## src/rtl/nexusv_bus_pkg.sv

```systemverilog
// nexusv_bus_pkg: shared state/master encodings and defaults for the peripheral bus arbiter.
package nexusv_bus_pkg;
    typedef enum logic {ST_IDLE = 1'b0, ST_BUSY = 1'b1} state_e;
    typedef enum logic {M_CORE = 1'b0, M_DBG = 1'b1} master_e;
    localparam int TIMEOUT_CYCLES_DEF = 255;
endpackage

```

## src/rtl/nexusv_rr_arb2.sv

```systemverilog
// nexusv_rr_arb2: combinational 2-way round-robin pick; on a tie the master that was not served last wins.
module nexusv_rr_arb2
    import nexusv_bus_pkg::*;
(
    input  logic [1:0] i_req,
    input  master_e    i_last,
    output logic [1:0] o_gnt
);
    assign o_gnt = (i_req == 2'b11) ? ((i_last == M_DBG) ? 2'b01 : 2'b10) : i_req;
endmodule

```

## src/rtl/nexusv_bus_arbiter.sv

```systemverilog
// nexusv_bus_arbiter: shares the peripheral bus between core (m0) and debug/DMA (m1), grant locked per transfer.
// Define BUS_TIMEOUT_EN to abort stalled transfers with an error after TIMEOUT_CYCLES busy cycles.
module nexusv_bus_arbiter
    import nexusv_bus_pkg::*;
#(
    parameter int ADDR_W         = 32,
    parameter int DATA_W         = 32,
    parameter int TIMEOUT_CYCLES = TIMEOUT_CYCLES_DEF,
    parameter int TO_CNT_W       = 8
) (
    input  logic              clk,
    input  logic              rst,
    input  logic [ADDR_W-1:0] m0_addr,
    input  logic [DATA_W-1:0] m0_wdata,
    input  logic              m0_write,
    input  logic              m0_valid,
    output logic [DATA_W-1:0] m0_rdata,
    output logic              m0_ready,
    output logic              m0_err,
    input  logic [ADDR_W-1:0] m1_addr,
    input  logic [DATA_W-1:0] m1_wdata,
    input  logic              m1_write,
    input  logic              m1_valid,
    output logic [DATA_W-1:0] m1_rdata,
    output logic              m1_ready,
    output logic              m1_err,
    output logic [ADDR_W-1:0] s_addr,
    output logic [DATA_W-1:0] s_wdata,
    output logic              s_write,
    output logic              s_valid,
    input  logic [DATA_W-1:0] s_rdata,
    input  logic              s_ready,
    output logic [1:0]        grant
);
    state_e     r_state;
    master_e    r_owner;
    master_e    r_last;
    logic [1:0] r_grant;
    logic [1:0] w_gnt;
    logic       w_act;
    logic       w_own_valid;
    logic       w_to;
    logic       w_done;
    logic       w_cpl;

    nexusv_rr_arb2 u_rr (
        .i_req  ({m1_valid, m0_valid}),
        .i_last (r_last),
        .o_gnt  (w_gnt)
    );

    // A reset cycle suppresses slave access and completions even while still BUSY
    assign w_act       = (r_state == ST_BUSY) & ~rst;
    assign w_own_valid = (r_owner == M_DBG) ? m1_valid : m0_valid;

`ifdef BUS_TIMEOUT_EN
    logic [TO_CNT_W-1:0] r_cnt;
    always_ff @(posedge clk)
        if (rst || r_state == ST_IDLE) r_cnt <= '0;
        else r_cnt <= r_cnt + TO_CNT_W'(1);
    assign w_to = w_act & w_own_valid & ~s_ready & (r_cnt == TO_CNT_W'(TIMEOUT_CYCLES - 1));
`else
    logic [TO_CNT_W-1:0] w_unused_to;
    assign w_unused_to = TO_CNT_W'(TIMEOUT_CYCLES);
    assign w_to        = 1'b0;
`endif

    assign s_valid = w_act & w_own_valid & ~w_to;
    assign s_addr  = w_act ? ((r_owner == M_DBG) ? m1_addr : m0_addr) : '0;
    assign s_wdata = w_act ? ((r_owner == M_DBG) ? m1_wdata : m0_wdata) : '0;
    assign s_write = w_act & ((r_owner == M_DBG) ? m1_write : m0_write);
    assign w_done  = s_valid & s_ready;
    assign w_cpl   = w_done | w_to;

    assign m0_ready = w_cpl & (r_owner == M_CORE);
    assign m1_ready = w_cpl & (r_owner == M_DBG);
    assign m0_err   = w_to & (r_owner == M_CORE);
    assign m1_err   = w_to & (r_owner == M_DBG);
    assign m0_rdata = (w_done & (r_owner == M_CORE)) ? s_rdata : '0;
    assign m1_rdata = (w_done & (r_owner == M_DBG)) ? s_rdata : '0;
    assign grant    = r_grant;

    always_ff @(posedge clk)
        if (rst) begin
            r_state <= ST_IDLE;
            r_owner <= M_CORE;
            r_last  <= M_DBG;
            r_grant <= 2'b00;
        end else if (r_state == ST_IDLE) begin
            if (|w_gnt) begin
                r_state <= ST_BUSY;
                r_owner <= w_gnt[1] ? M_DBG : M_CORE;
                r_last  <= w_gnt[1] ? M_DBG : M_CORE;
                r_grant <= w_gnt;
            end
        end else if (w_cpl || !w_own_valid) begin
            r_state <= ST_IDLE;
            r_grant <= 2'b00;
        end
endmodule
```

## config.mk

```make
export PLATFORM = sky130hd
export DESIGN_NAME = nexusv_bus_arbiter
export DESIGN_NICKNAME = d
export VERILOG_FILES = /design/src/rtl/nexusv_bus_pkg.sv /design/src/rtl/nexusv_rr_arb2.sv /design/src/rtl/nexusv_bus_arbiter.sv
export SDC_FILE = /design/constraint.sdc
export NUM_CORES = 1
export LEC_CHECK = 0
export CAP_MARGIN = 20
export CORE_AREA = 2 2 119 121
export CTS_CLUSTER_SIZE = 8
export DETAILED_ROUTE_END_ITERATION = 10
export DIE_AREA = 0 0 121 123
export GPL_ROUTABILITY_DRIVEN = 0
export PLACE_DENSITY_LB_ADDON = 0.1
export SYNTH_ARGS = -nofsm -noshare
export SYNTH_HDL_FRONTEND = slang
export SYNTH_HIERARCHICAL = 1
export SYNTH_SLANG_ARGS = --single-unit
export TNS_END_PERCENT = 30
```

## constraint.sdc

```tcl
create_clock -name clk -period 4.33 [get_ports clk]
set_input_delay 0.866 -clock clk [delete_from_list [all_inputs] [get_ports clk]]
set_output_delay 0.866 -clock clk [all_outputs]
set_load 0.03 [all_outputs]
```

# Yosys cells after proc, flatten, opt, wreduce, memory -nomap -nowiden
# Index checks and enable logic that the tools add are counted.
classes:
  div_mod_pow: 0
  n_eq_ne: 2
  bitwise: 9
  multipliers: 0
  add_sub_neg: 0
  order_cmp: 0
  n_mux: 17
  reduce_logical: 6
  shift: 0
ops:
  columns: ["cell", "count"]
  rows:
  - ["2-to-1 mux 32 bit", 6]
  - ["2-to-1 mux 2 bit", 5]
  - ["bitwise AND 1 bit", 6]
  - ["2-to-1 mux 1 bit", 6]
  - ["AND reduction 2 bit", 2]
  - ["inverter 1 bit", 3]
  - ["== test 2 bit, second input constant", 1]
  - ["inequality test 2 x 1 -> 1 bit, second input constant", 1]
  - ["nonzero test 2 bit", 1]
  - ["OR reduction 2 bit", 1]
  - ["zero test 1 bit", 1]
  - ["logical OR 1 bit", 1]
word_totals:
  mem_bits_ro: 0
  in_bits: 167
  output_inout_bits: 136
  elab_cells: 38
  latchBits: 0
  mem_count: 0
  reg_bits: 5
  mem_bits_rw: 0

# Depth between registers and ports, before layout
logic_depth:
  depth_word: 7
  ltp_mapped: 5
  depth_no_buf: 5

# Cells and area by module
# The synthesis kept the hierarchy.
by_module_without_submodules:
  columns: ["mod", "area_each_um2", "cells_per_inst", "instances", "seq_area_each_um2"]
  rows:
  - ["nexusv_bus_arbiter", 1679.1, 246, 1, 100.1]
  - ["nexusv_rr_arb2", 18.8, 3, 1, 0.0]

# Worst setup path before layout
# OpenSTA, ideal clock, no wires.
synth_path:
  kind: "input port to output port"
  from: "input rst"
  to: "output m1_rdata[21]"
  arrival_ns: 1.814
  cell_stages: 4
  n_path_buf: 1
  required_ns: 3.464
  path_slack_ns: 1.650
  path_cell_list: "nor2b_1 -> and4_1 -> buf_2 -> and2_1"
synth_between:
  elab_chain_len: 6
synth_rtl:
  columns: ["item", "line_no", "text"]
  rows:
  - ["start, declared", "nexusv_bus_arbiter.sv:12", "input logic rst,"]
  - ["inverter 1 bit", "nexusv_bus_arbiter.sv:53", "assign w_act = (r_state == ST_BUSY) & ~rst;"]
  - ["bitwise AND 1 bit", "nexusv_bus_arbiter.sv:53", null]
  - ["bitwise AND 1 bit", "nexusv_bus_arbiter.sv:68", "assign s_valid = w_act & w_own_valid & ~w_to;"]
  - ["bitwise AND 1 bit", "nexusv_bus_arbiter.sv:72", "assign w_done = s_valid & s_ready;"]
  - ["bitwise AND 1 bit", null, null]
  - ["net m1_ready", "nexusv_bus_arbiter.sv:25", "output logic m1_ready,"]
  - ["2-to-1 mux 32 bit", "nexusv_bus_arbiter.sv:80", "assign m1_rdata = (w_done & (r_owner == M_DBG)) ? s_rdata : '0;"]
  - ["end, declared", "nexusv_bus_arbiter.sv:24", "output logic [DATA_W-1:0] m1_rdata,"]
# The timed path passes the listed nets, and every way through them passes these cells.

# Final worst setup path
layout_path:
  from: "input rst"
  to: "output s_wdata[1]"
layout_between:
  elab_chain_len: 3
layout_rtl:
  columns: ["item", "line_no", "text"]
  rows:
  - ["inverter 1 bit", "nexusv_bus_arbiter.sv:53", null]
  - ["bitwise AND 1 bit", "nexusv_bus_arbiter.sv:53", null]
  - ["2-to-1 mux 32 bit", "nexusv_bus_arbiter.sv:70", "assign s_wdata = w_act ? ((r_owner == M_DBG) ? m1_wdata : m0_wdata) : '0;"]
  - ["end, declared", "nexusv_bus_arbiter.sv:28", "output logic [DATA_W-1:0] s_wdata,"]
# Every way passes these cells.

==> impl_results.md <==
* Status: finished, final reports clean
* Initial Util at 0.125
* Dpl cells at 711
* Layout cell share with drive strength beyond 1 at 0.0206
* Worst r2r path cells at 4
* GRT Overall Usage at 0.113
* Share of power burned in registers at 0.086
* P_leak at 1.77 nW
* CTS tree: built
* Setup_tns at 0 ps
* Pint at 0.422 mW
* Yosys top cell by area: mux2i_1
* Hold slack at 489 ps
* Worst-case clock buffer depth at 2
* HPWL Detailed at 7.88 mm
* DR iter-0 viols at 91
* Io pins at 303
* Clock root cell: clkbuf_16
* Post-CTS Hold Buffers at 0
* Via count at 2736
* HP Start: grant[1]
* Synth top area cells: mux2i_1, and2_1, nor2_1, dfxtp_1, buf_4
* Worst-skew pair later-pin latency at 230 ps
* Clk sinks at 5
* Die area at 0.0149 mm2
* Yosys warns at 6
* First-pass GRT wire length at 13.3 mm
* Core box area at 0.0136 mm2
* Max Fclk at 262 MHz
* Total power at 0.645 mW
* DRC at 0
* DRT Pass-1 Iters at 4
* Startpoint Class: input pin
* Psw at 0.222 mW
* H-tree lvl count at 1
* Syn avg cell area at 6.82 um2
* WL met3 at 1.08 mm
* WP data arrival at 2950 ps
* RR Endpoint: grant[1]
* Net count, final at 703
* Max VDD drop at 0.000107 V
* Final ANT Viol Nets at 0
* Reg area at 104 um2
* Final worst setup slack at 515 ps
* # setup viols final at 0
* Max-cap violations at 0
* CTS resizes at 0
* Antenna cells at 0
* Cts bufs inserted at 3
* Final period util at 0.881
* Fin area at 0.00494 mm2
* Row count at 43
* Largest net degree at the start of global routing at 69
* Footprint of the multi-input gates at 0.00147 mm2
* Final Core Density at 0.363
* #FFs+latches synth at 5
* Seq/Total Area, Yosys at 0.0590
* Post-Syn Area at 0.00170 mm2
* Port Buffers at 300
* Hold Path Depth at 2
* Vias in the first global route at 2618
* Slew Viols, Final at 0
* Finished Layout Cells at 715
* Netlist cell types at 25
* Hold Path End: grant[1]
* Fill cells at 1423
* Metal-1 WL at 3.27 mm
* Most common cell after layout, fill and taps aside: clkdlybuf4s50_1
* Worst-path maximum fanout at 50
* P per Cell Area at 130 mW/mm2
* DR WL met2 at 4.96 mm
* CP Capture Type: output port
* Comb power frac at 0.676
* Syn Inst Count at 249
* Worst EP required at 3460 ps
* R2r setup slk at 2800 ps
* GR Overflow Total at 0
* CTS clk-pin slew, worst paths at 30 ps
* Die H at 123 um
* Kind of critical path: in -> out
* Highest routed layer: met4
* Min cycle time layout at 3810 ps
* Switching Share at 0.345
* Area Overhead vs Synth at 191%
* Placed cell areas at 0.00486 mm2
* Most frequent cells in the layout: clkdlybuf4s50_1, nor2_1, mux2i_1
* Worst slack, placed at 505 ps
* Wirelength per Cell at 13.2 um
* Worst-case clock skew at 3.50 ps
* Min-delay worst type: reg -> reg
* Post-CTS Setup Repair Bufs at 0
* Clock power share at 0.239
* DR vias/cell at 3.83
* Max_slew headroom at 0.656
* Unrepaired setup endpoints after global routing: false
* Worst-Margin Slew at 517 ps
* Synth top area share at 0.389
* Final hold viol count at 0
* Chip Width at 121 um
* R2r startpoint: r_owner
* Initial antenna violation count at 0
* Total Wirelength at 9.41 mm
[layout make-up]
type / instances / area share
tap: 180 / 0.0456
inverter: 1 / 0.000760
timing repair buffer: 304 / 0.619
sequential: 5 / 0.0210
clock buffer: 4 / 0.0160
multi-input combinational: 221 / 0.298
[layer usage]
metal,GRT usage,up-vias
met3,0.0406,6
met2,0.222,169
met5,0,-
met1,0.114,1175
li1,-,1386
met4,0.0211,0
[Yosys cell counts, drive strengths merged]
| cell | n |
|---|---|
| and4b | 1 |
| a211o | 1 |
| clkbuf | 6 |
| nor2b | 3 |
| buf | 17 |
| inv | 1 |
| nor2 | 69 |
| or3b | 1 |
| nor3 | 3 |
| o21a | 1 |
| a31oi | 1 |
| conb | 1 |
| nand2b | 2 |
| and2 | 64 |
| dfxtp | 5 |
| a21oi | 1 |
| nand3 | 1 |
| a21boi | 2 |
| a211oi | 1 |
| mux2i | 66 |
| mux2 | 1 |
| and4 | 1 |
[how the worst max path moves through the flow]
stage                     startpoint            to  slack [ps]  cells past startpoint
after detailed placement         rst  m0_rdata[19]         510                      6
after CTS                        rst  m0_rdata[19]         500                      6
after global routing             rst  m1_rdata[10]         380                      6
after floorplan                  rst  m1_rdata[21]        1650                      4
after global placement           rst  m0_rdata[11]         490                      6
final                            rst    s_wdata[1]         520                      5
[state kept, by name (all words and copies together), names as in the netlist]
register / cells
r_state: 1
grant: 2
r_owner: 1
r_last: 1
[worst max-delay path: stages]
cell             delay (ps)
clkdlybuf4s50_1         510
nand2b_2                420
buf_12                  280
nor2_1                  120
clkdlybuf4s50_1         730
[kinds of logic after synthesis]
| group | share of synthesized area |
|---|---|
| DFF | 0.0590 |
| muxes | 0.396 |
| AOI/OAI and AO/OA | 0.0295 |
| and+or+nand+nor | 0.435 |
| other | 0.00221 |
| buffers and inverters | 0.0789 |
[power groups by stage]
stage	Sequential [mW]	Clock, mW	Combinational (mW)
floorplan	0.0572	0	0.195
global placement	0.0558	0	0.439
detailed placement	0.0559	0	0.439
CTS	0.0551	0.157	0.441
global route	0.0558	0.158	0.465
finish	0.0552	0.154	0.436
(Power assumes the default switching activity.)
